[config.mk]
export PLATFORM = sky130hd
export DESIGN_NAME = step_phase_decoder_flat
export DESIGN_NICKNAME = d
export VERILOG_FILES = /design/src/rtl/step_phase_decoder_pkg.sv /design/src/rtl/step_phase_decoder_if.sv /design/src/rtl/step_phase_decoder_filter.sv /design/src/rtl/step_phase_decoder.sv /design/src/flat_wrapper.sv
export SDC_FILE = /design/constraint.sdc
export NUM_CORES = 1
export LEC_CHECK = 0
export ABC_AREA = 1
export CAP_MARGIN = 20
export CELL_PAD_IN_SITES_DETAIL_PLACEMENT = 2
export CELL_PAD_IN_SITES_GLOBAL_PLACEMENT = 2
export CORE_ASPECT_RATIO = 1.75
export CORE_UTILIZATION = 35
export DETAILED_ROUTE_END_ITERATION = 10
export GPL_ROUTABILITY_DRIVEN = 0
export PLACE_DENSITY = 0.84
export SKIP_CTS_REPAIR_TIMING = 1
export SLEW_MARGIN = 20
export SYNTH_ARGS = -nofsm -noshare
export SYNTH_HDL_FRONTEND = slang
export SYNTH_HIERARCHICAL = 1
export SYNTH_SLANG_ARGS = --single-unit
[constraint.sdc]
create_clock -name clk -period 6.17 [get_ports clk]
set_input_delay 0.9255 -clock clk [delete_from_list [all_inputs] [get_ports clk]]
set_output_delay 0.9255 -clock clk [all_outputs]
set_load 0.005 [all_outputs]
[src/rtl/step_phase_decoder_pkg.sv]
// Shared phase types and decode helpers for the stepper phase-bus monitor.
// Legal bus patterns are {A1,B1,A2,B2}; everything else classifies as PH_BAD.
package step_phase_pkg;

    typedef enum logic [2:0] {
        PH_IDLE,
        PH1,
        PH2,
        PH3,
        PH4,
        PH_BAD
    } phase_t;

    localparam logic [3:0] PAT_IDLE = 4'b0000;
    localparam logic [3:0] PAT_PH1  = 4'b1100;
    localparam logic [3:0] PAT_PH2  = 4'b0110;
    localparam logic [3:0] PAT_PH3  = 4'b0011;
    localparam logic [3:0] PAT_PH4  = 4'b1001;

    typedef struct packed {
        logic signed [1:0] delta;
        logic              diag;
    } step_t;

    function automatic phase_t classify(input logic [3:0] pat);
        case (pat)
            PAT_IDLE: classify = PH_IDLE;
            PAT_PH1:  classify = PH1;
            PAT_PH2:  classify = PH2;
            PAT_PH3:  classify = PH3;
            PAT_PH4:  classify = PH4;
            default:  classify = PH_BAD;
        endcase
    endfunction

    // PH1..PH4 are consecutive codes, so the modulo-4 distance gives the move.
    function automatic step_t step_of(input phase_t old_ph, input phase_t new_ph);
        logic [1:0] d;
        step_of.delta = 2'sd0;
        step_of.diag  = 1'b0;
        if ((old_ph inside {PH1, PH2, PH3, PH4}) && (new_ph inside {PH1, PH2, PH3, PH4})) begin
            d = 2'(new_ph - old_ph);
            case (d)
                2'd1:    step_of.delta = 2'sd1;
                2'd3:    step_of.delta = -2'sd1;
                2'd2:    step_of.diag  = 1'b1;
                default: ;
            endcase
        end
    endfunction

endpackage

[src/rtl/step_phase_decoder_if.sv]
// Phase-bus monitor interface: stimulus side (master) and decoder side (slave).
// target/at_target exist only when STEP_PHASE_DECODER_TARGET_EN is defined.
interface step_phase_decoder_if #(
    parameter int unsigned POS_W = 14
);
    logic        [3:0]       phase_in;
    logic                    clr;
    logic signed [POS_W-1:0] position;
    logic                    dir;
    logic                    step_pulse;
    logic                    idle;
    logic                    settled;
    logic                    fault;
    logic        [7:0]       fault_count;
`ifdef STEP_PHASE_DECODER_TARGET_EN
    logic signed [POS_W-1:0] target;
    logic                    at_target;

    modport master (
        output phase_in, clr, target,
        input  position, dir, step_pulse, idle, settled, fault, fault_count, at_target
    );
    modport slave (
        input  phase_in, clr, target,
        output position, dir, step_pulse, idle, settled, fault, fault_count, at_target
    );
`else
    modport master (
        output phase_in, clr,
        input  position, dir, step_pulse, idle, settled, fault, fault_count
    );
    modport slave (
        input  phase_in, clr,
        output position, dir, step_pulse, idle, settled, fault, fault_count
    );
`endif
endinterface

[src/rtl/step_phase_decoder_filter.sv]
// Synchroniser plus debounce for the phase bus; emits the accepted pattern and a
// one-cycle accept strobe (BAD patterns strobe but never become the accepted pattern).
module phase_filter
    import step_phase_pkg::*;
#(
    parameter int unsigned SYNC_STAGES   = 2,
    parameter int unsigned FILTER_CYCLES = 4
) (
    input  logic       clk,
    input  logic       reset,
    input  logic [3:0] phase_i,
    output logic [3:0] acc_pat_o,
    output logic [3:0] new_pat_o,
    output logic       accept_o
);
    localparam int unsigned      CNT_W   = $clog2(FILTER_CYCLES + 1);
    localparam logic [CNT_W-1:0] CNT_MAX = CNT_W'(FILTER_CYCLES);

    logic [SYNC_STAGES-1:0][3:0] sync_q, sync_d;
    logic [3:0]                  cand_q, cand_d;
    logic [CNT_W-1:0]            cnt_q, cnt_d;
    logic [3:0]                  acc_q, acc_d;
    logic                        hit_q, hit_d;
    logic [3:0]                  synced;
    logic                        accept;

    assign sync_d = {sync_q[SYNC_STAGES-2:0], phase_i};
    assign synced = sync_q[SYNC_STAGES-1];

    // hit marks only the cycle the count first reaches the limit, so a held BAD
    // pattern (never stored as accepted) raises a single event.
    always_comb begin
        cand_d = cand_q;
        cnt_d  = cnt_q;
        acc_d  = acc_q;
        if (synced != cand_q) begin
            cand_d = synced;
            cnt_d  = CNT_W'(1);
        end else if (cnt_q != CNT_MAX) begin
            cnt_d = cnt_q + CNT_W'(1);
        end
        hit_d  = (cnt_d == CNT_MAX) && ((synced != cand_q) || (cnt_q != CNT_MAX));
        accept = hit_q && (cand_q != acc_q);
        if (accept && (classify(cand_q) != PH_BAD)) begin
            acc_d = cand_q;
        end
    end

    always_ff @(posedge clk) begin
        if (reset) begin
            sync_q <= '0;
            cand_q <= '0;
            cnt_q  <= '0;
            acc_q  <= '0;
            hit_q  <= 1'b0;
        end else begin
            sync_q <= sync_d;
            cand_q <= cand_d;
            cnt_q  <= cnt_d;
            acc_q  <= acc_d;
            hit_q  <= hit_d;
        end
    end

    assign acc_pat_o = acc_q;
    assign new_pat_o = cand_q;
    assign accept_o  = accept;

endmodule

[src/rtl/step_phase_decoder.sv]
// Full-step phase-bus decoder: position, direction, step pulses, fault tracking.
// Define STEP_PHASE_DECODER_TARGET_EN to add the target comparator (at_target).
module step_phase_decoder
    import step_phase_pkg::*;
#(
    parameter int unsigned POS_W         = 14,
    parameter int unsigned SYNC_STAGES   = 2,
    parameter int unsigned FILTER_CYCLES = 4,
    parameter int unsigned SETTLE_CYCLES = 1000000
) (
    input logic                clk,
    input logic                reset,
    step_phase_decoder_if.slave bus
);
    localparam int unsigned      SET_W   = $clog2(SETTLE_CYCLES + 1);
    localparam logic [SET_W-1:0] SET_MAX = SET_W'(SETTLE_CYCLES);

    logic [3:0] acc_pat, new_pat;
    logic       accept;
    phase_t     old_ph, new_ph;
    step_t      st;
    logic       step_ev, fault_ev;

    logic signed [POS_W-1:0] pos_q, pos_d;
    logic                    dir_q, dir_d;
    logic                    pulse_q, pulse_d;
    logic                    fault_q, fault_d;
    logic [7:0]              fcnt_q, fcnt_d;
    logic [SET_W-1:0]        settle_q, settle_d;

    phase_filter #(
        .SYNC_STAGES  (SYNC_STAGES),
        .FILTER_CYCLES(FILTER_CYCLES)
    ) u_filter (
        .clk      (clk),
        .reset    (reset),
        .phase_i  (bus.phase_in),
        .acc_pat_o(acc_pat),
        .new_pat_o(new_pat),
        .accept_o (accept)
    );

    always_comb begin
        old_ph   = classify(acc_pat);
        new_ph   = classify(new_pat);
        st       = step_of(old_ph, new_ph);
        step_ev  = accept && (st.delta != 2'sd0);
        fault_ev = accept && ((new_ph == PH_BAD) || st.diag);

        pos_d    = pos_q;
        dir_d    = dir_q;
        pulse_d  = 1'b0;
        fault_d  = fault_q;
        fcnt_d   = fcnt_q;
        settle_d = settle_q;

        // clr wins: a coincident step or fault event is dropped entirely.
        if (bus.clr) begin
            pos_d   = '0;
            fault_d = 1'b0;
            fcnt_d  = '0;
        end else begin
            if (step_ev) begin
                pos_d   = (st.delta == 2'sd1) ? pos_q + POS_W'(1) : pos_q - POS_W'(1);
                dir_d   = (st.delta == 2'sd1);
                pulse_d = 1'b1;
            end
            if (fault_ev) begin
                fault_d = 1'b1;
                if (fcnt_q != 8'hFF) fcnt_d = fcnt_q + 8'd1;
            end
        end

        if (accept) begin
            settle_d = '0;
        end else if (settle_q != SET_MAX) begin
            settle_d = settle_q + SET_W'(1);
        end
    end

    always_ff @(posedge clk) begin
        if (reset) begin
            pos_q    <= '0;
            dir_q    <= 1'b0;
            pulse_q  <= 1'b0;
            fault_q  <= 1'b0;
            fcnt_q   <= '0;
            settle_q <= '0;
        end else begin
            pos_q    <= pos_d;
            dir_q    <= dir_d;
            pulse_q  <= pulse_d;
            fault_q  <= fault_d;
            fcnt_q   <= fcnt_d;
            settle_q <= settle_d;
        end
    end

    assign bus.position    = pos_q;
    assign bus.dir         = dir_q;
    assign bus.step_pulse  = pulse_q;
    assign bus.idle        = (acc_pat == PAT_IDLE);
    assign bus.settled     = (settle_q == SET_MAX);
    assign bus.fault       = fault_q;
    assign bus.fault_count = fcnt_q;

`ifdef STEP_PHASE_DECODER_TARGET_EN
    logic at_target_q;

    always_ff @(posedge clk) begin
        if (reset) begin
            at_target_q <= 1'b0;
        end else begin
            at_target_q <= (pos_q == bus.target) && (settle_q == SET_MAX);
        end
    end

    assign bus.at_target = at_target_q;
`endif

endmodule
[src/flat_wrapper.sv]
// flat-port wrapper written by rule: the top's interface ports become plain ports
module step_phase_decoder_flat import step_phase_pkg::*;
#(
    parameter int unsigned POS_W         = 14,
    parameter int unsigned SYNC_STAGES   = 2,
    parameter int unsigned FILTER_CYCLES = 4,
    parameter int unsigned SETTLE_CYCLES = 1000000
)
  (clk, reset, bus_phase_in, bus_clr, bus_position, bus_dir, bus_step_pulse, bus_idle, bus_settled, bus_fault, bus_fault_count);
  step_phase_decoder_if #(.POS_W(POS_W)) bus_i ();
  input logic clk;
  input logic reset;
  input wire logic [$bits(bus_i.phase_in)-1:0] bus_phase_in;
  input wire logic [$bits(bus_i.clr)-1:0] bus_clr;
  output wire logic [$bits(bus_i.position)-1:0] bus_position;
  output wire logic [$bits(bus_i.dir)-1:0] bus_dir;
  output wire logic [$bits(bus_i.step_pulse)-1:0] bus_step_pulse;
  output wire logic [$bits(bus_i.idle)-1:0] bus_idle;
  output wire logic [$bits(bus_i.settled)-1:0] bus_settled;
  output wire logic [$bits(bus_i.fault)-1:0] bus_fault;
  output wire logic [$bits(bus_i.fault_count)-1:0] bus_fault_count;
  assign bus_i.phase_in = bus_phase_in;
  assign bus_i.clr = bus_clr;
  assign bus_position = bus_i.position;
  assign bus_dir = bus_i.dir;
  assign bus_step_pulse = bus_i.step_pulse;
  assign bus_idle = bus_i.idle;
  assign bus_settled = bus_i.settled;
  assign bus_fault = bus_i.fault;
  assign bus_fault_count = bus_i.fault_count;
  step_phase_decoder #(.POS_W(POS_W), .SYNC_STAGES(SYNC_STAGES), .FILTER_CYCLES(FILTER_CYCLES), .SETTLE_CYCLES(SETTLE_CYCLES)) u_core (.clk(clk), .reset(reset), .bus(bus_i));
endmodule
==> impl_metrics.env, run 1 <==
export IMPL_finalCritPeriodShare_pct=69.0
export IMPL_routedWlPerCell_um=16.7
export IMPL_grt_overflow_total=0
export IMPL_crit_chain="nor2_4, o21ai_2, nand2_1, o311a_1, ha_1, inv_1, nand3_2, nand3_1, nand4_1, ha_1, nand2_1, nand3b_1, nand2_1, nand3_1, nand2_1, nor2_1, nor2_1, nand3_1, nand2_1, nor2_1"
export IMPL_io_buffers=33
export IMPL_worst_pin_slew_ns=0.854
export IMPL_cts_root_buffer="clkbuf_16"
export IMPL_drive_above_1_share_pct=11.5
export IMPL_cts_tree="built"
export IMPL_p_leak_nw=1.89
export IMPL_slowest_delay_ns=0.69
export IMPL_nFillCells=1291
export IMPL_crit_top_cell="nand2_1"
export IMPL_slew_headroom_pct=42.8
export IMPL_seqCellArea_mm2=0.00130
export IMPL_synth_edf_count=0
export IMPL_criticalPathCategory="flop to flop"
export IMPL_slew_violations=0
export IMPL_ys_seq_elements=65
export IMPL_fin_crit_ns=4.26
export IMPL_grt_total_usage_pct=23.3
export IMPL_status="completed"
export IMPL_drc_errors=0
export IMPL_layout_common_cells="105 x nand2_1, 68 x inv_1, 65 x dfxtp_1"
export IMPL_r2r_setup_slack_ns=1.91
export IMPL_cp_max_fo=14
export IMPL_dp_final_hpwl_um=8790
export IMPL_antenna_found_initial=0
export IMPL_clock_latency_ns=0.35
export IMPL_synth_largest_area_cell="dfxtp_1"
export IMPL_fin_setup_tns_ns=0
export IMPL_cts_buffers=9
export IMPL_die_y_um=140
export IMPL_htree_num_levels=3
export IMPL_num_antenna_cells=0
export IMPL_hp_class="flop to flop"
export IMPL_ys_flop_type="dfxtp_1"
export IMPL_fin_nets=602
export IMPL_power_density_mw_per_mm2=221
export IMPL_irDropWorstVdd_mv=0.147
export IMPL_ios=34
export IMPL_dieArea_mm2=0.0113
export IMPL_fin_skew_ns=0.00677
export IMPL_placed_cell_area_mm2=0.00426
export IMPL_ant_nets=0
export IMPL_synth_warning_count=6
export IMPL_final_common_cell="nand2_1"
export IMPL_async_flop_share_pct=0
export IMPL_vias_per_cell=5.29
export IMPL_multiInputGateArea_mm2=0.00215
export IMPL_rows=50
export IMPL_syn_inst=537
export IMPL_maxCapViolCount=0
export IMPL_final_area_mm2=0.00456
export IMPL_die_w_um=80.7
export IMPL_crit_path_end_kind="flop"
export IMPL_cts_path_max_buffers=2
export IMPL_clock_sinks=65
export IMPL_drt_initial_drc_count=90
export IMPL_syn_nets=563
export IMPL_ys_seq_area_share_pct=34.3
export IMPL_avgSynthCellArea_um2=7.06
export IMPL_grt_pass1_vias=4298
export IMPL_slowest_stage="ha_1"
export IMPL_path_clk_slew_ns=0.06
export IMPL_synth_top_cell_area_share_pct=34.3
export IMPL_cp_arrival_ns=4.49
export IMPL_via_count=3764
export IMPL_rsz0062_at_grt="no"
export IMPL_setup_viol=0
export IMPL_ys_top_cells_by_area="dfxtp_1 34%, nand2_1 10%, a21oi_1 6.7%"
export IMPL_start_util_pct=35.7
export IMPL_fmax_mhz=235
export IMPL_ys_types=43
export IMPL_start_kind="flop"
export IMPL_syn_area_mm2=0.00379
export IMPL_grt_max_degree=24
export IMPL_core_mm2=0.0106
export IMPL_syn2layout_area_growth_pct=20.2
export IMPL_cp_required_ns=6.40
export IMPL_grt_pass1_wl_um=20100
export IMPL_routed_wl_um=11900
export IMPL_final_hold_violation_count=0
export IMPL_drtPass1Iterations=4
[final timing paths]
kind                                              startpoint                         to  cells after the start
worst min register to register     u_core/u_filter/sync_d[6]  u_core/u_filter/synced[2]                      2
worst min-delay path               u_core/u_filter/sync_d[6]  u_core/u_filter/synced[2]                      2
worst max register to register  u_core/u_filter/new_pat_o[3]    u_core/bus.position[13]                     20
worst max-delay path            u_core/u_filter/new_pat_o[3]    u_core/bus.position[13]                     20
[metal layers]
layer  vias up  wire length [µm]  track usage [%]
met5         -                 0                0
met4         0               294             9.40
met3        25               302             5.05
met2        44              6810             45.3
met1      1865              4490             22.4
li1       1830                 -                -
[worst max-delay path, delay by kind of cell (launching register included)]
kind                       cells  cell delay, ns
AOI/OAI and AO/OA              2            0.42
buffers and inverters          1            0.09
DFF                            1            0.55
and+or+nand+nor               15            2.16
adders and majority gates      2            0.92
[area by class of cell]
cell class,instances,area share [%]
multi-input combinational,386,47.1
sequential,65,28.5
timing repair buffer,35,7.58
inverter,79,6.59
clock buffer,9,4.94
tap,130,3.57
clock inverter,7,1.70
[cell families (layout without fill, tap and decap cells)]
kind of cell | count (synthesis) | after routing | share of synthesized area, %
adders and majority gates | 19 | 19 | 6.46
xor gates and xnor gates | 19 | 19 | 4.39
AOI/OAI and AO/OA | 95 | 95 | 13.4
buffers and inverters | 86 | 130 | 9.14
and+or+nand+nor | 253 | 253 | 32.3
DFF | 65 | 65 | 34.3
[power by group]
| part | switching, W | total [W] | internal [W] |
|---|---|---|---|
| clock | 0.000212 | 0.000528 | 0.000316 |
| combinational | 0.0000322 | 0.0000494 | 0.0000171 |
| sequential | 0.00000581 | 0.000432 | 0.000426 |
| total | 0.000250 | 0.00101 | 0.000759 |
[per-stage QoR]
| step | setup slack (ns) | power, W | util, % | instances | hold slack, ns |
|---|---|---|---|---|---|
| floorplan | 2.87 | 0.000474 | - | 537 | 0.388 |
| global route | 1.58 | 0.00105 | 42.9 | 711 | 0.436 |
| global placement | 2.39 | 0.000487 | 40.0 | 695 | 0.396 |
| finish | 1.91 | 0.00101 | 42.9 | 711 | 0.414 |
| CTS | 1.88 | 0.00103 | 42.9 | 711 | 0.418 |
| detailed placement | 2.05 | 0.000491 | 40.0 | 695 | 0.408 |
[synth_stat cells, types with 3 or more instances]
cell type	number
o21ai_1	8
nand4_1	19
nand3_4	3
inv_2	8
nor2_1	55
nand2_1	105
xnor2_1	12
nor3_1	9
nor4_1	3
nor2_4	3
nor2_2	12
a21oi_1	51
xor2_1	7
dfxtp_1	65
inv_1	68
nand3_1	21
clkbuf_1	3
ha_1	18
nand2_2	10
or2_2	3
o21ai_0	24
[state kept, by name (all words and copies together), names as in the netlist]
signal,count
u_core/u_filter/new_pat_o,4
u_core/settle_q,20
u_core/bus.dir,1
u_core/u_filter/sync_d,4
u_core/u_filter/acc_pat_o,4
u_core/u_filter/hit_q,1
u_core/bus.position,14
u_core/bus.fault,1
u_core/bus.fault_count,8
u_core/bus.step_pulse,1
u_core/u_filter/cnt_q,3
u_core/u_filter/synced,4
(Power assumes the default switching activity.)
==> inputs of run 2 (changes only) <==
--- a/config.mk
+++ b/config.mk
@@ -10,10 +10,10 @@
 export CELL_PAD_IN_SITES_DETAIL_PLACEMENT = 2
 export CELL_PAD_IN_SITES_GLOBAL_PLACEMENT = 2
 export CORE_ASPECT_RATIO = 1.75
-export CORE_UTILIZATION = 35
+export CORE_UTILIZATION = 30
 export DETAILED_ROUTE_END_ITERATION = 10
 export GPL_ROUTABILITY_DRIVEN = 0
-export PLACE_DENSITY = 0.84
+export PLACE_DENSITY = 0.77
 export SKIP_CTS_REPAIR_TIMING = 1
 export SLEW_MARGIN = 20
 export SYNTH_ARGS = -nofsm -noshare
==> constraint.sdc (replaced) <==
create_clock -name clk -period 3.54 [get_ports clk]
set_input_delay 0.531 -clock clk [delete_from_list [all_inputs] [get_ports clk]]
set_output_delay 0.531 -clock clk [all_outputs]
set_load 0.005 [all_outputs]
==> run 2 against run 1 <==
  * First-iteration DRC count shrank 7.8%
  * Core utilization shrank 5.3 points
  * Clock-buffer cell count unchanged
  * Largest cell class unchanged
  * Largest power group unchanged
==> impl_metrics.env, run 2 (synthesis results as in run 1) <==
export IMPL_status="completed"
export IMPL_worst_slack_ns=0.209
export IMPL_dieArea_mm2=0.0131
export IMPL_nFillCells=1471
export IMPL_syn2layout_area_growth_pct=22.3
export IMPL_grt_overflow_total=0
export IMPL_finalCritPeriodShare_pct=94.1
export IMPL_grt_pass1_wl_um=19400
export IMPL_fmax_mhz=300
export IMPL_drc_errors=0
export IMPL_cts_tree="built"
export IMPL_vias_per_cell=4.94
export IMPL_drive_above_1_share_pct=13.0
export IMPL_die_y_um=151
export IMPL_multiInputGateArea_mm2=0.00216
export IMPL_slew_violations=0
export IMPL_core_mm2=0.0124
export IMPL_final_common_cell="nand2_1"
export IMPL_reg2regPathDepth=20
export IMPL_cp_arrival_ns=3.55
export IMPL_routed_wl_um=11700
export IMPL_grt_max_degree=24
export IMPL_crit_path_end_kind="flop"
export IMPL_worst_pin_slew_ns=0.558
export IMPL_fin_nets=608
export IMPL_slowest_delay_ns=0.45
export IMPL_cp_required_ns=3.76
export IMPL_via_count=3724
export IMPL_drt_initial_drc_count=83
export IMPL_whs_path_depth=2
export IMPL_start_kind="flop"
export IMPL_layout_common_cells="105 x nand2_1, 68 x inv_1, 63 x dfxtp_1"
export IMPL_criticalPathCategory="flop to flop"
export IMPL_seqCellArea_mm2=0.00130
export IMPL_drtPass1Iterations=4
export IMPL_final_util_pct=37.5
export IMPL_slew_headroom_pct=62.7
export IMPL_top_register="u_core/settle_q"
export IMPL_p_leak_nw=1.91
export IMPL_num_antenna_cells=0
export IMPL_antenna_found_initial=0
export IMPL_io_buffers=33
export IMPL_crit_chain="inv_1, nor2_2, o21ai_4, nand2_1, o311a_1, ha_1, inv_1, nand3_2, nand3_1, nand4_1, buf_6, inv_1, fa_1, inv_1, nand3_1, nand2_1, nand3_1, nand4_1, xnor2_1, a21oi_1"
export IMPL_path_clk_slew_ns=0.06
export IMPL_start_util_pct=30.7
export IMPL_maxCapViolCount=0
export IMPL_die_w_um=87.0
export IMPL_cp_max_fo=14
export IMPL_grt_total_usage_pct=19.1
export IMPL_hold_ws_ns=0.403
export IMPL_crit_top_cell="inv_1"
export IMPL_largest_reg_flops=20
export IMPL_clock_latency_ns=0.33
export IMPL_hp_class="flop to flop"
export IMPL_final_hold_violation_count=0
export IMPL_cts_buffers=9
export IMPL_cts_path_max_buffers=2
export IMPL_grt_pass1_vias=4156
export IMPL_ant_nets=0
export IMPL_ios=34
export IMPL_routedWlPerCell_um=15.5
export IMPL_power_total_w=0.00167
export IMPL_rows=54
export IMPL_setup_viol=0
export IMPL_fin_setup_tns_ns=0
export IMPL_htree_num_levels=3
export IMPL_clock_sinks=65
export IMPL_post_place_ws_ns=0.0348
export IMPL_fin_crit_ns=3.33
export IMPL_rsz0062_at_grt="no"
export IMPL_slowest_stage="dfxtp_2"
export IMPL_power_density_mw_per_mm2=360
export IMPL_irDropWorstVdd_mv=0.205
export IMPL_dp_final_hpwl_um=8920
export IMPL_cts_root_buffer="clkbuf_16"
export IMPL_fin_skew_ns=0.00806
[run 2: changes by cell type in the layout (fill, tap and decap cells not counted), sizes merged]
cell	delta
buf	+6
bufinv	-1
clkinv	-1
clkinvlp	+2
inv	-1
[run 2: worst max-delay path: cells and delay by family, from the launching register on]
kind | cells | cell delay, ns
and+or+nand+nor | 9 | 1.07
AOI/OAI and AO/OA | 3 | 0.36
xor gates and xnor gates | 1 | 0.14
buffers and inverters | 5 | 0.57
adders and majority gates | 2 | 0.61
DFF | 1 | 0.45
[run 2: area by class of cell]
class,count,area share [%]
inverters,79,6.47
repair buffers,41,8.50
clock buffers,9,4.86
flip-flops and latches,65,28.1
well taps,168,4.53
clock inverters,6,0.971
multi-input cells,386,46.6
[run 2: path summary, 6_finish.rpt]
check        slack [ns]                         to                          from
max                0.21    u_core/bus.position[12]  u_core/u_filter/new_pat_o[3]
min                0.40  u_core/u_filter/synced[2]     u_core/u_filter/sync_d[6]
max reg2reg        0.21    u_core/bus.position[12]  u_core/u_filter/new_pat_o[3]
min reg2reg        0.40  u_core/u_filter/synced[2]     u_core/u_filter/sync_d[6]
[run 2: per-stage QoR]
step | instance area (µm²) | cells
final | 4640 | 754
after global routing | 4640 | 754
after CTS | 4620 | 754
after detailed placement | 4350 | 739
after global placement | 4350 | 739
after floorplan | 3790 | 537
[run 2: power breakdown]
group	switching, W	internal, W
sequential	0.00000887	0.000743
combinational	0.0000584	0.0000324
clock	0.000357	0.000472
total	0.000425	0.00125
[run 2: routing by layer]
metal	global-route usage [%]	routed length (µm)	vias up
li1	-	-	1845
met1	18.8	4360	1828
met2	38.5	6910	37
met3	3.40	198	14
met4	6.75	216	0
met5	0	0	-
==> inputs of run 3 (changes only) <==
--- a/config.mk
+++ b/config.mk
@@ -5,15 +5,14 @@
 export SDC_FILE = /design/constraint.sdc
 export NUM_CORES = 1
 export LEC_CHECK = 0
-export ABC_AREA = 1
 export CAP_MARGIN = 20
 export CELL_PAD_IN_SITES_DETAIL_PLACEMENT = 2
 export CELL_PAD_IN_SITES_GLOBAL_PLACEMENT = 2
 export CORE_ASPECT_RATIO = 1.75
-export CORE_UTILIZATION = 30
+export CORE_UTILIZATION = 32
 export DETAILED_ROUTE_END_ITERATION = 10
 export GPL_ROUTABILITY_DRIVEN = 0
-export PLACE_DENSITY = 0.77
+export PLACE_DENSITY = 0.76
 export SKIP_CTS_REPAIR_TIMING = 1
 export SLEW_MARGIN = 20
 export SYNTH_ARGS = -nofsm -noshare
==> run 3 against run 2 <==
  * Power rose by 3.5%
  * Clock-buffer cell count up 2
  * Area after synthesis is 5.7% lower
  * Sequential share of layout area rose by 0.63 points
  * Final cell count down 21%
  * Flip-flop and latch count stayed put
  * Routed wire length fell by 8.6%
  * Via count fell by 13%
  * Clock skew is 0.0025 ns lower
  * Worst hold slack improved by 0.035 ns
  * Critical path type unchanged
  * Largest cell class unchanged
  * Largest power group unchanged
==> impl_metrics.env, run 3 <==
export IMPL_status="completed"
export IMPL_worst_slack_ns=0.154
export IMPL_crit_path_end_kind="flop"
export IMPL_swShare_pct=22.6
export IMPL_worst_pin_slew_ns=0.963
export IMPL_crit_path_start="u_core/u_filter/new_pat_o[0]"
export IMPL_ys_flop_type="dfxtp_1"
export IMPL_via_count=3223
export IMPL_drc_errors=0
export IMPL_ys_seq_area_share_pct=36.4
export IMPL_num_antenna_cells=0
export IMPL_rows=50
export IMPL_final_hold_violation_count=0
export IMPL_multiInputGateArea_mm2=0.00228
export IMPL_antenna_found_initial=0
export IMPL_synth_top_cell_area_share_pct=36.4
export IMPL_syn_nets=441
export IMPL_reg2regPathDepth=13
export IMPL_path_clk_slew_ns=0.05
export IMPL_top_register="u_core/settle_q"
export IMPL_start_util_pct=33.2
export IMPL_die_w_um=81.9
export IMPL_clock_latency_ns=0.34
export IMPL_syn2layout_area_growth_pct=27.6
export IMPL_cts_buffers=9
export IMPL_cts_path_max_buffers=2
export IMPL_start_kind="flop"
export IMPL_seqCellArea_mm2=0.00131
export IMPL_syn_area_mm2=0.00358
export IMPL_power_density_mw_per_mm2=379
export IMPL_grt_overflow_total=0
export IMPL_drt_initial_drc_count=85
export IMPL_syn_inst=415
export IMPL_cp_required_ns=3.79
export IMPL_core_mm2=0.0108
export IMPL_finalCritPeriodShare_pct=95.6
export IMPL_avgSynthCellArea_um2=8.62
export IMPL_synth_edf_count=0
export IMPL_reg2reg_from="u_core/u_filter/new_pat_o[0]"
export IMPL_dp_final_hpwl_um=7620
export IMPL_slew_headroom_pct=35.5
export IMPL_synth_common_cells="65 x dfxtp_1, 50 x nor2_1, 30 x nand2_1"
export IMPL_fin_nets=487
export IMPL_io_buffers=33
export IMPL_grt_pass1_vias=3529
export IMPL_power_total_w=0.00173
export IMPL_switching_power_w=0.000392
export IMPL_yosysMostFrequentCell="dfxtp_1"
export IMPL_largest_reg_flops=20
export IMPL_cts_tree="built"
export IMPL_grt_max_degree=30
export IMPL_clock_sinks=65
export IMPL_die_y_um=142
export IMPL_synth_warning_count=6
export IMPL_dieArea_mm2=0.0116
export IMPL_fin_skew_ns=0.00556
export IMPL_share_comb_of_total_power_pct=4.6
export IMPL_fmax_mhz=295
export IMPL_intPower_w=0.00134
export IMPL_ys_types=58
export IMPL_p_leak_nw=1.73
export IMPL_synth_largest_area_cell="dfxtp_1"
export IMPL_ys_seq_elements=65
export IMPL_hp_class="flop to flop"
export IMPL_final_common_cell="dfxtp_1"
export IMPL_ios=34
export IMPL_cp_max_fo=8
export IMPL_final_util_pct=42.4
export IMPL_r2r_setup_slack_ns=0.15
export IMPL_place_inst=576
export IMPL_fin_cells=596
export IMPL_ant_nets=0
export IMPL_power_frac_seq_pct=43.4
export IMPL_drtPass1Iterations=4
export IMPL_cp_arrival_ns=3.64
export IMPL_slew_violations=0
export IMPL_criticalPathCategory="flop to flop"
export IMPL_vias_per_cell=5.41
export IMPL_routedWlPerCell_um=17.9
export IMPL_cts_root_buffer="clkbuf_16"
export IMPL_async_flop_share_pct=0
export IMPL_grt_pass1_wl_um=17200
export IMPL_fin_setup_tns_ns=0
export IMPL_clkPwrFrac_pct=52.0
export IMPL_layout_common_cells="61 x dfxtp_1, 49 x nor2_1, 33 x clkdlybuf4s50_1"
export IMPL_drive_above_1_share_pct=14.2
export IMPL_ys_top_cells_by_area="dfxtp_1 36%, ha_1 6.3%, nor2_1 5.2%"
export IMPL_post_place_ws_ns=-0.0630
export IMPL_grt_total_usage_pct=19.8
export IMPL_irDropWorstVdd_mv=0.243
export IMPL_maxCapViolCount=0
export IMPL_htree_num_levels=3
export IMPL_routed_wl_um=10700
export IMPL_setup_viol=0
export IMPL_nFillCells=1207
export IMPL_crit_end="u_core/bus.position[12]"
export IMPL_fin_crit_ns=3.39
export IMPL_worstReg2RegEnd="u_core/bus.position[12]"
-- run 3: logic make-up (layout without fill, tap and decap cells) --
kind of cell               Yosys count  in the layout  share of synthesized area (%)
AOI/OAI and AO/OA                   74             74                           13.3
and+or+nand+nor                    181            181                           26.7
DFF                                 65             65                           36.4
buffers and inverters               27             78                           3.32
adders and majority gates           19             19                           6.86
xor gates and xnor gates            39             39                           10.6
muxes                               10             10                           2.80
-- run 3: layout make-up --
cell class                      count  area share, %
Clock inverter                      5           1.21
Timing Repair Buffer               49           10.0
Multi-Input combinational cell    323           50.1
Sequential cell                    65           28.7
Tap cell                          130           3.56
Inverter                           13           1.07
Clock buffer                       11           5.32
-- run 3: routing by layer --
metal	track usage, %	routed length, µm	part of all wire [%]
met5	0	0	0
met4	8.68	314	2.9
met3	4.50	241	2.3
met2	37.8	6220	58
met1	19.2	3900	37
-- run 3: power by group through the flow --
stage	Clock (W)	Combinational [W]	Sequential (W)
2_1_floorplan	0	0.0000525	0.000767
5_1_grt	0.000962	0.0000900	0.000752
6_report	0.000899	0.0000798	0.000751
3_5_place_dp	0	0.0000799	0.000768
3_3_place_gp	0	0.0000752	0.000767
4_1_cts	0.000935	0.0000806	0.000752
-- run 3: worst min-delay path by stage --
| stage | from | slack [ns] | to | cells after the start |
|---|---|---|---|---|
| 2_1_floorplan | u_core/u_filter/sync_d[4] | 0.41 | u_core/u_filter/synced[0] | 1 |
| 3_3_place_gp | u_core/u_filter/sync_d[6] | 0.42 | u_core/u_filter/synced[2] | 1 |
| 3_5_place_dp | u_core/u_filter/sync_d[4] | 0.43 | u_core/u_filter/synced[0] | 1 |
| 4_1_cts | u_core/u_filter/sync_d[4] | 0.44 | u_core/u_filter/synced[0] | 1 |
| 5_1_grt | u_core/u_filter/sync_d[4] | 0.47 | u_core/u_filter/synced[0] | 1 |
| 6_report | u_core/u_filter/sync_d[4] | 0.44 | u_core/u_filter/synced[0] | 1 |
-- run 3: per-stage QoR --
stage          hold WS, ns  area [µm²]
2_1_floorplan        0.414        3580
3_3_place_gp         0.419        4090
3_5_place_dp         0.430        4090
4_1_cts              0.443        4390
5_1_grt              0.465        4560
6_report             0.438        4560
-- run 3: critical path, stage by stage, from the launching register on --
cell and delay (ns):
dfxtp_1 0.37, buf_4 0.20, xnor2_1 0.11, nor3b_2 0.31
xnor3_1 0.40, nand3b_1 0.23, inv_1 0.12, fa_1 0.41
nand2b_4 0.17, a21oi_2 0.22, o2111ai_2 0.20, a311oi_2 0.34
nand2_1 0.08, o211ai_1 0.11
